==> src/rtl/cpu_run_dump_ctrl.sv <==
// Run/dump sequencer: runs the CPU for a programmed cycle count, then streams r0..DUMP_REGS-1
// out of the register-file debug port. Optional abort input when RUN_ABORT_EN is defined.
module cpu_run_dump_ctrl #(
   parameter int DATA_W    = 32,
   parameter int ADDR_W    = 5,
   parameter int DUMP_REGS = 12,
   parameter int CNT_W     = 16
) (
   input  logic              clk_i,
   input  logic              rst_i,
   input  logic              start_i,
   input  logic [CNT_W-1:0]  run_cycles_i,
`ifdef RUN_ABORT_EN
   input  logic              abort_i,
`endif
   output logic              cpu_en_o,
   output logic              dbg_rd_en_o,
   output logic [ADDR_W-1:0] dbg_rd_addr_o,
   input  logic [DATA_W-1:0] dbg_rd_data_i,
   output logic              dump_valid_o,
   input  logic              dump_ready_i,
   output logic [ADDR_W-1:0] dump_addr_o,
   output logic [DATA_W-1:0] dump_data_o,
   output logic              busy_o,
   output logic              done_o,
   output logic [2:0]        dbg_state_o
);

   // Dump channel: a beat transfers on a rising edge where dump_valid_o and dump_ready_i are
   // both 1. Once raised, valid/addr/data stay put until that edge; ready may lead valid and
   // is ignored whenever valid is low.

   typedef enum logic [2:0] {
      S_IDLE = 3'd0,
      S_RUN  = 3'd1,
      S_RD   = 3'd2,
      S_CAP  = 3'd3,
      S_OUT  = 3'd4,
      S_FIN  = 3'd5
   } state_t;

   localparam logic [ADDR_W-1:0] LAST_IDX = ADDR_W'(DUMP_REGS - 1);
   localparam logic [CNT_W-1:0]  CNT_ONE  = CNT_W'(1);

   state_t            state;
   logic [CNT_W-1:0]  cnt;
   logic [ADDR_W-1:0] idx;
   logic              abort_req;
   logic              abortable;

`ifdef RUN_ABORT_EN
   assign abort_req = abort_i;
`else
   assign abort_req = 1'b0;
`endif

   assign abortable   = (state == S_RUN) || (state == S_RD) ||
                        (state == S_CAP) || (state == S_OUT);
   assign dbg_state_o = state;

   always_ff @(posedge clk_i or negedge rst_i) begin
      if (!rst_i) begin
         state         <= S_IDLE;
         cnt           <= '0;
         idx           <= '0;
         cpu_en_o      <= 1'b0;
         dbg_rd_en_o   <= 1'b0;
         dbg_rd_addr_o <= '0;
         dump_valid_o  <= 1'b0;
         dump_addr_o   <= '0;
         dump_data_o   <= '0;
         busy_o        <= 1'b0;
         done_o        <= 1'b0;
      end else begin
         // Strobe, address and done are single-cycle unless a state re-asserts them.
         dbg_rd_en_o   <= 1'b0;
         dbg_rd_addr_o <= '0;
         done_o        <= 1'b0;

         if (abort_req && abortable) begin
            state        <= S_FIN;
            cpu_en_o     <= 1'b0;
            dump_valid_o <= 1'b0;
            done_o       <= 1'b1;
         end else begin
            case (state)
               S_IDLE: begin
                  if (start_i) begin
                     cnt    <= run_cycles_i;
                     idx    <= '0;
                     busy_o <= 1'b1;
                     if (run_cycles_i != '0) begin
                        state    <= S_RUN;
                        cpu_en_o <= 1'b1;
                     end else begin
                        state       <= S_RD;
                        dbg_rd_en_o <= 1'b1;
                     end
                  end
               end

               S_RUN: begin
                  cnt <= cnt - 1'b1;
                  if (cnt == CNT_ONE) begin
                     state         <= S_RD;
                     cpu_en_o      <= 1'b0;
                     dbg_rd_en_o   <= 1'b1;
                     dbg_rd_addr_o <= idx;
                  end
               end

               // Register file answers one cycle after the strobe; CAP samples it.
               S_RD: begin
                  state <= S_CAP;
               end

               S_CAP: begin
                  dump_data_o  <= dbg_rd_data_i;
                  dump_addr_o  <= idx;
                  dump_valid_o <= 1'b1;
                  state        <= S_OUT;
               end

               S_OUT: begin
                  if (dump_ready_i) begin
                     dump_valid_o <= 1'b0;
                     if (idx == LAST_IDX) begin
                        state  <= S_FIN;
                        done_o <= 1'b1;
                     end else begin
                        idx           <= idx + 1'b1;
                        state         <= S_RD;
                        dbg_rd_en_o   <= 1'b1;
                        dbg_rd_addr_o <= idx + 1'b1;
                     end
                  end
               end

               S_FIN: begin
                  busy_o <= 1'b0;
                  state  <= S_IDLE;
               end

               default: begin
                  state        <= S_IDLE;
                  cpu_en_o     <= 1'b0;
                  dump_valid_o <= 1'b0;
                  busy_o       <= 1'b0;
               end
            endcase
         end
      end
   end

`ifndef SYNTHESIS
   a_cpu_en_only_run: assert property (@(posedge clk_i) disable iff (!rst_i)
      cpu_en_o |-> (state == S_RUN));
   a_done_one_cycle: assert property (@(posedge clk_i) disable iff (!rst_i)
      done_o |=> !done_o);
   a_valid_only_out: assert property (@(posedge clk_i) disable iff (!rst_i)
      dump_valid_o |-> (state == S_OUT));
   a_hold_beat: assert property (@(posedge clk_i) disable iff (!rst_i)
      (dump_valid_o && !dump_ready_i && !abort_req) |=>
      (dump_valid_o && $stable(dump_data_o) && $stable(dump_addr_o)));
`endif

endmodule

==> config.mk <==
export PLATFORM = sky130hd
export DESIGN_NAME = cpu_run_dump_ctrl
export DESIGN_NICKNAME = d
export VERILOG_FILES = /design/src/rtl/cpu_run_dump_ctrl.sv
export SDC_FILE = /design/constraint.sdc
export NUM_CORES = 1
export LEC_CHECK = 0
export BUFFER_PORTS_ARGS = -buffer_cell sky130_fd_sc_hd__buf_2
export CAP_MARGIN = 20
export CORE_ASPECT_RATIO = 0.5
export CORE_MARGIN = 8
export CORE_UTILIZATION = 26
export DETAILED_ROUTE_END_ITERATION = 10
export PLACE_DENSITY_LB_ADDON = 0.08
export SETUP_SLACK_MARGIN = 0.3
export SYNTH_ARGS = -nofsm -noshare
export SYNTH_HDL_FRONTEND = slang
export SYNTH_SLANG_ARGS = --single-unit
==> constraint.sdc <==
create_clock -name clk_i -period 2.7 [get_ports clk_i]
set_clock_uncertainty 0.15 [all_clocks]
set_input_delay 0.135 -clock clk_i [delete_from_list [all_inputs] [get_ports clk_i]]
set_output_delay 0.135 -clock clk_i [all_outputs]
set_load 0.05 [all_outputs]
== Yosys cells after proc, flatten, opt, wreduce, memory -nomap -nowiden ==
Cells that the tools add are included.

* Register bits after elaboration: 71
* Input bits: 52
* Word-level logic and storage cells: 74

* Add/subtract/negate cells: 2
* Equality and inequality tests: 12
* Mux-type cells: 33
* Bitwise logic cells: 3
* Reductions and logical operators: 13

{| class="wikitable"
|+ Operators by type and width
! cell !! count
|-
| one-hot mux 16 bit (2 select lines) || 1
|-
| 2-to-1 mux 5 bit || 6
|-
| one-hot mux 5 bit (2 select lines) || 2
|-
| equality test 16 x 1 -> 1 bit, second input constant || 1
|-
| 2-to-1 mux 16 bit || 1
|-
| nonzero test 16 bit || 1
|-
| subtractor 16 x 1 -> 16 bit, second input constant || 1
|-
| one-hot mux 3 bit (5 select lines) || 1
|-
| 2-to-1 mux 1 bit || 13
|-
| 2-to-1 mux 3 bit || 4
|-
| OR reduction 4 bit || 3
|-
| one-hot mux 1 bit (3 select lines) || 3
|-
| inequality test 2 bit, second input constant || 4
|-
| AND reduction 4 bit || 2
|-
| equality test 3 x 2 -> 1 bit, second input constant || 2
|-
| equality test 3 bit, second input constant || 2
|-
| AND reduction 2 bit || 3
|-
| adder 5 x 1 -> 5 bit, second input constant || 1
|-
| equality test 5 x 4 -> 1 bit, second input constant || 1
|-
| nonzero test 2 bit || 2
|-
| equality test 3 x 1 -> 1 bit, second input constant || 1
|-
| zero test 3 bit || 1
|-
| inverter 1 bit || 3
|-
| AND reduction 3 bit || 1
|-
| other kinds (3) || 3
|}

== Depth between registers and ports, before layout ==
Gate-level depths: netlist of run 1.

* Word-level depth: 4
* Gate-level depth with buffers: 6
* Gate-level depth less buffers: 6

== Worst setup path after synthesis of run 1 ==
No wires, ideal clock.

* Path kind: reg-to-reg
* From: register state[2] (netlist: dbg_state_o[2])
* To: register cnt[3]
* Data arrival time: 1.821 ns
* Slack: 0.603 ns
* Cell stages (with the launch flop): 6
* Buffers on the path: 1
* Path through: dfrtp_1 buf_6 or4b_4 nand2_2 o21ai_0 a221o_1

* Word-level cells in the longest chain between the ends: 3
* Elaborated cells between the ends (all ways): 6

{| class="wikitable"
|+ RTL lines
! what !! RTL line !! RTL
|-
| from (decl) || 45 || <nowiki>state_t state;</nowiki>
|-
| from (signal assigned) || 63 || <nowiki>state <= S_IDLE;</nowiki>
|-
| from (signal assigned) || 81 || <nowiki>state <= S_FIN;</nowiki>
|-
| from (signal assigned) || 93 || <nowiki>state <= S_RUN;</nowiki>
|-
| equality test 3 x 1 -> 1 bit or zero test 3 bit (tied branches) || 86 || <nowiki>case (state)</nowiki>
|-
| nonzero test 2 bit (no source line) or inequality test 2 bit (tied branches) || - ||
|-
| AND reduction 2 bit (no source line) || - ||
|-
| to (signal assigned) || 89 || <nowiki>cnt <= run_cycles_i;</nowiki>
|-
| to (signal assigned) || 103 || <nowiki>cnt <= cnt - 1'b1;</nowiki>
|-
| to (decl) || 46 || <nowiki>logic [CNT_W-1:0] cnt;</nowiki>
|}

Several ways; a longest one is shown, not always the timed one.
A chain may end at the register's enable or synchronous reset.

== Final worst setup path of run 1 ==
* From: register state[1] (netlist: dbg_state_o[1])
* To: register cnt[6]

Same word-level chain as after synthesis.

==> summary by stage, run 1 <==
STA
For this run, the top clock speed supported by timing is 469 MHz. Setup repair after global routing left no endpoint under its margin. The fraction of the cycle the final worst path needs is 79.0%.

Setup violations remaining at the end of the flow were counted as 0. The actual slew at the worst max-slew pin is 0.586 ns. For the finished layout, the period the worst path requires is 2.13 ns. The number of slew-limit violations in the final report is 0. The number of hold violations in the final report is 0. Headroom to the max-slew limit came out at 60.9%.

The final setup TNS is 0 ns.

Clocking
The post-cts repair resize count is 0. The number of CTS-inserted buffers is 9. Clock-pin slew was measured on the worst setup and hold paths at 0.06 ns. The CTS tree is done. The maximum count of clock buffers along a single path is 2.

The later pin in the worst-skew pair is clocked with a latency of 0.33 ns. The H-tree depth reported by CTS is 3. Buffers added to address setup during post-CTS repair amount to 0.

The cell at the root of the clock tree is clkbuf_16. The number of sinks on the clock net is 71.

Logic synthesis
The share of synthesized area occupied by flip-flops and latches is 54.1%. The cell area after synthesis is 0.00329 mm^2. In this run, distinct cell masters in the synthesized netlist total 50. The number of synthesized flops with an enable pin is 0. The mean post-synth cell area is 11.8 um^2.

Of all flip-flops after synthesis, the portion carrying an async set or reset was 100%. The most used flip-flop cell after synthesis is dfrtp_1. The number of instances in the synthesized netlist is 279. Counting every net in the synthesized netlist gives 334. The number of warning messages in the yosys log is 0. The number of flip-flops and latches in the synthesized netlist is 71.

Critical path
The largest stage delay on the critical path is 0.68 ns. Data arrives at the worst endpoint at 2.19 ns. Along the worst path, the maximum fanout reaches 16. The kind of end point of the critical path is a flip-flop. For the worst flop-to-flop path, the logic depth is 4. The slowest library cell on the worst path is or4b_4. The count of cell instances traversed by the critical path is 4.

By startpoint and endpoint, the worst setup path is classified as reg2reg. The startpoint class of the critical path is a flip-flop. Data on the critical path is required at its endpoint by 2.76 ns. Walking the worst path, the cells encountered are or4b_4 -> nand2_2 -> o21ai_0 -> a221o_1. The cell type group with the largest total delay on the critical path is simple AND/OR/NAND/NOR gates.

The number of buffer and inverter stages on the critical path is 0.

Global routing
The combined global-route utilization of all metal layers is 12.1%. The first global-routing pass estimated 16200 um of wire. The number of global-route vias before repair is 3136. The initial antenna violation count was 0. The total congestion overflow is 0. The maximum number of pins on one net before global-route repair is 39.

Floorplanning
102 I/O pins were placed. The initial cell density of the core is 26.3%. The floorplan step defined a die boundary enclosing 0.0167 mm^2.

The number of cell rows is 29. The die extent in x is 175 um. The core region is 0.0125 mm^2.

The die is 95.5 um tall.

Routing
The first TritonRoute pass finished after 4 iterations. The DRC violation total after the first TritonRoute iteration is 205. The total number of vias is 2801. The average vias per placed instance is 4.62. The sum of routed wire length over all layers is 9540 um. The final routed wire length divided by cell count is 15.7 um. The number of design rule violations left after detail routing is 0. The number of nets still failing antenna checks after routing is 0.

Power and ir drop
Dividing total power by cell area gives a power density of 1240 mW/mm^2. IR analysis of the VDD net gives a maximum drop of 632 uV. The analysis attributes to cell leakage a power of 0.00222 uW.

Layout
The number of filler instances in the final layout is 1223. The number of antenna repair diodes is 0. In the layout the commonest cells are buf_2, dfrtp_1, dlygate4sd3_1. The layout overhead on the synthesized area is 44.3%. The proportion of layout cells with a drive suffix above 1 is 40.4%. At the end of the flow, the number of nets in the layout was 486. The most common library cell in the layout ignoring fill and taps is buf_2. The cell area after layout is 0.00474 mm^2.

Min path
The min-delay analysis places its worst path in the category in2reg. The number of instances on the worst hold path is 3.

Place
In this run the cell area measured after placement is 0.00401 mm^2. The congestion estimate from routability-driven global placement came to 0.801. The number of buffers added on ports is 101. The post-detailed-placement half-perimeter wirelength is 6720 um.

Flow run
The reported max-cap violation count is 0.

Status
The run finished with clean final reports.
final timing paths:
kind | from | to | slack (ns)
hold reg to reg | dump_data_o[22]$_DFFE_PN0P_ | dump_data_o[22]$_DFFE_PN0P_ | 0.35
setup / recovery | dbg_state_o[1]$_DFFE_PN0P_ | cnt[6]$_DFFE_PN0P_ | 0.57
max in group asynchronous | rst_i | cnt[0]$_DFFE_PN0P_ | 1.37
setup reg to reg | dbg_state_o[1]$_DFFE_PN0P_ | cnt[6]$_DFFE_PN0P_ | 0.57
min in group asynchronous | rst_i | dump_data_o[7]$_DFFE_PN0P_ | 0.19
hold / removal | run_cycles_i[8] | cnt[8]$_DFFE_PN0P_ | 0.03
layout make-up:
cell class / instances / area [um^2] / area share (%)
inverters: 4 / 15.0 / 0.316
well taps: 170 / 213 / 4.48
multi-input cells: 190 / 1420 / 29.9
repair buffers: 155 / 1020 / 21.5
clock buffers: 10 / 229 / 4.83
flip-flops and latches: 71 / 1780 / 37.4
clock inverters: 6 / 70.1 / 1.48
logic make-up after synthesis:
logic type | synth area share (%)
AOI/OAI and AO/OA | 12.2
xor gates and xnor gates | 0.533
adders and majority gates | 1.14
buffers and inverters | 2.74
DFF | 54.1
muxes | 13.0
and+or+nand+nor | 16.3
power by group:
group / internal (uW) / total [uW] / leakage, uW / switching, uW
registers: 1500 / 1850 / 0.000867 / 360
clock network: 720 / 1190 / 0.000135 / 474
logic: 941 / 2830 / 0.00122 / 1890
total: 3160 / 5880 / 0.00222 / 2720
Yosys cell counts, drive strengths merged (2+ instances only):
cell | count | share of area, %
a211oi | 5 | 1.1
a21o | 8 | 1.8
a21oi | 7 | 1.1
a221o | 4 | 1.2
a22o | 3 | 0.80
a22oi | 2 | 0.46
a311oi | 2 | 0.53
and2 | 2 | 0.38
and3 | 2 | 0.38
buf | 8 | 1.6
clkbuf | 6 | 0.69
dfrtp | 71 | 54
ha | 3 | 1.1
inv | 4 | 0.46
mux2 | 37 | 13
nand2 | 15 | 1.8
nand2b | 2 | 0.38
nand3 | 9 | 1.4
nand4bb | 3 | 1.0
nor2 | 19 | 2.2
nor3 | 16 | 2.9
nor4 | 9 | 1.9
o211ai | 3 | 0.69
o21ai | 10 | 1.5
o22ai | 3 | 0.57
o311ai | 3 | 0.80
or2 | 3 | 0.57
or3 | 2 | 0.38
xor2 | 2 | 0.53
worst min-delay path, delay by kind of cell:
kind	cells	cell delay, ns
AO/OA/AOI/OAI	1	0.16
buffers and inverters	1	0.11
multiplexers	1	0.07
per-layer routing:
| layer | up-vias | wire length [um] | share of wire [%] | global-route usage (%) |
|---|---|---|---|---|
| li1 | 1337 | - | - | - |
| met1 | 1362 | 4340 | 45 | 14.6 |
| met2 | 96 | 4480 | 47 | 19.8 |
| met3 | 6 | 636 | 6.7 | 4.62 |
| met4 | 0 | 85 | 0.89 | 3.71 |
| met5 | - | 0 | 0 | 0 |
registers in the layout, summed over array words and instances (netlist names):
| signal | flops |
|---|---|
| idx | 5 |
| dbg_rd_en_o | 1 |
| done_o | 1 |
| dump_data_o | 32 |
| dbg_state_o | 3 |
| dump_addr_o | 5 |
| dbg_rd_addr_o | 5 |
| dump_valid_o | 1 |
| cnt | 16 |
| busy_o | 1 |
| cpu_en_o | 1 |
timing repair:
item	in CTS	in global routing
hold buffers	44	0
hold endpoints to repair	68	0
setup endpoints to repair	0	0
through the flow:
| step | worst slack [ns] | util, % | hold slack [ns] | total power [uW] | cells |
|---|---|---|---|---|---|
| 6_report | 0.567 | 37.9 | 0.0305 | 5880 | 606 |
| 5_1_grt | 0.482 | 37.9 | 0.0390 | 6250 | 606 |
| 4_1_cts | 0.578 | 37.9 | 0.0222 | 5950 | 606 |
| 3_5_place_dp | 0.594 | 32.0 | 0.0339 | 4660 | 546 |
| 3_3_place_gp | 0.621 | 32.0 | 0.0112 | 4650 | 546 |
| 2_1_floorplan | 0.603 | - | -0.311 | 3950 | 279 |
Power figures use the tool's default switching activity.
==> run 2: changes to the inputs <==
==> constraint.sdc (replaced) <==
create_clock -name clk_i -period 1.99 [get_ports clk_i]
set_clock_uncertainty 0.15 [all_clocks]
set_input_delay 0.0995 -clock clk_i [delete_from_list [all_inputs] [get_ports clk_i]]
set_output_delay 0.0995 -clock clk_i [all_outputs]
set_load 0.05 [all_outputs]
==> run 2 against run 1 <==
Hold slack lost 0.027 ns. Critical path type unchanged. Maximum frequency increased by 19%. Worst setup slack got worse by 0.37 ns. Global-route usage up 0.21 points. Clock power increased by 75%. Sequential share of layout area down 4.6 points. Power up 58%. Register-to-register slack got worse by 0.37 ns. Combinational power grew 67%.
==> summary by stage, run 2 (synthesis results as in run 1) <==
Power and ir drop
The highest ir drop seen on vdd is 886 uV. The static leakage is 0.00254 uW. The ratio of total power to cell area is 1710 mW/mm^2.

Power comes to 9280 uW.

Floorplanning
The number of cell rows is 29. The full die area is 0.0167 mm^2. The core region is 0.0125 mm^2. In this run the horizontal extent of the chip is 175 um. The initial utilization of the core area, before any placement, comes to 26.3%. The number of top-level pins is 102. The height of the die is 95.5 um.

Critical path
Counting buffers and inverters, the worst setup path is 4 cells deep. The signal on the critical path passes through or4b_4 -> nand2_4 -> o21ai_0 -> a221o_1. The slowest stage of the critical path is the or4b_4 cell. The number of buffers and inverters on the critical path is 0. The data arrival at the endpoint of the critical path is 1.86 ns.

STA classifies the critical path endpoint as a flip-flop. On the worst path, the slowest cell contributes a delay of 0.62 ns. The startpoint class of the critical path is a flip-flop.

The classification of the worst setup path is reg2reg. The required time at the worst-slack endpoint is 2.06 ns. The worst register-to-register path has a depth of 4. The highest net fanout along the worst path is 7. The worst-case register-to-register setup slack is 0.19 ns. Grouping stages by cell kind, the critical path spends the most delay in simple AND/OR/NAND/NOR gates.

STA
The clock period could shrink to 1.80 ns. The number of hold violations in the final report was 0. The achievable frequency is 557 MHz. At the pin with the least slew margin, the transition time is 0.517 ns.

Setup repair after global routing could not meet its margin everywhere. After layout, the worst setup slack is 0.193 ns. In this run the tightest slew margin relative to its limit is 65.6%.

The number of slew-limit violations in the final report is 0. The final setup TNS is 0 ns. The count of final setup violators is 0. The final critical path takes up 90.3% of the cycle.

Routing
The DRC violation total after the first TritonRoute iteration is 84. The sum of routed wire length over all layers is 10300 um. The number of detailed-route iterations in the first pass is 4. Dividing the detail-routed wire length by the instance count gives 16.0 um. The detail route stage leaves a number of antenna-violating nets equal to 0. The routed layout has 2939 vias.

The number of design rule violations left after detail routing is 0. The average vias per placed instance is 4.59.

Clocking
The H-tree depth reported by CTS is 3. The cell sitting at the root of the clock tree is a clkbuf_16. After clock tree synthesis, the clock-pin slew on the worst setup and hold paths is 0.06 ns. The number of CTS-inserted buffers is 9.

TritonCTS built the clock tree. The maximum count of clock buffers along a single path is 2. For the worst-skew pair, the clock arrives at the later sink with an insertion delay of 0.33 ns.

For this design, the sink count on the clock tree is 71.

Layout
After routing the design area is 0.00543 mm^2. The number of antenna repair diodes is 0. Compared with the post-synthesis result, the final layout area differs by 65.2%. The most common library cell in the layout ignoring fill and taps is buf_2. More flip-flops sit in one register than any other, and that register is dump_data_o. The final-stage net count is 521. The utilization after layout is 43.4%. The largest registers in the layout are dump_data_o x32, cnt x16. In the layout the commonest cells are buf_2, dfrtp_1, dlygate4sd3_1.

In the final layout, the share of cells above drive strength 1 is 49.4%. The register with the most flip-flops in the layout has 32 of them.

Place
Summing all placed instances gives a cell area of 0.00417 mm^2. Detailed placement ended at an HPWL of 6890 um. The number of buffers added on ports is 101. The congestion estimate from routability-driven global placement came to 0.782.

The post-place setup slack is 0.148 ns.

Global routing
The initial antenna violation count came to 0. The wire length of the first global-routing pass is 16400 um. The maximum number of pins on one net before global-route repair is 39. After global routing the overflow that remains totals 0. The combined global-route utilization of all metal layers is 12.3%. The number of global-route vias before repair was 3177.

Status
The run finished with clean final reports.

Min path
The number of instances on the worst hold path is 3. The type of the tightest min-delay check is in2reg.

Flow run
Max-cap violations in this run came to 0.
run 2: repair_timing:
action                                 CTS  global route
hold buffers                            50             0
gates cloned                             0             4
buffers inserted                         8             8
endpoints found under the hold margin   85             0
pin swaps                                3             9
gates resized for setup                 15            27
setup endpoints to repair               34            66
run 2: area by class of cell:
cell class	count	area (um^2)
Clock inverter	6	158
Clock buffer	9	225
Timing Repair Buffer	190	1400
Multi-Input combinational cell	190	1630
Sequential cell	71	1780
Fill cell	1162	7090
Inverter	4	15.0
Tap cell	170	213
run 2: report_power, final:
group | switching (uW) | internal [uW] | total, uW
sequential | 425 | 2040 | 2460
combinational | 2940 | 1800 | 4740
clock | 611 | 1470 | 2080
run 2: worst paths after layout:
kind                                                 start                    endpoint
worst max-delay path            dbg_state_o[0]$_DFFE_PN0P_          cnt[6]$_DFFE_PN0P_
worst min-delay path                      run_cycles_i[15]         cnt[15]$_DFFE_PN0P_
worst max register to register  dbg_state_o[0]$_DFFE_PN0P_          cnt[6]$_DFFE_PN0P_
worst min register to register  dump_data_o[8]$_DFFE_PN0P_  dump_data_o[8]$_DFFE_PN0P_
max in group asynchronous                            rst_i          idx[1]$_DFFE_PN0P_
min in group asynchronous                            rst_i          cnt[1]$_DFFE_PN0P_
run 2: per-stage QoR:
step                      cells  hold slack (ns)
after global placement      555          -0.0397
after CTS                   628          0.00374
after global routing        640          0.00983
final                       640          0.00373
after detailed placement    555          -0.0361
after floorplan             279           -0.346
run 2: routing by layer:
metal	wire (um)	track usage [%]
met5	0	0
met4	108	3.71
met3	573	4.62
met2	4780	21.1
met1	4790	14.3
run 2: worst min-delay path: stages:
cell and delay [ns]:
buf_2 0.11, o22ai_1 0.16, nor3_1 0.07
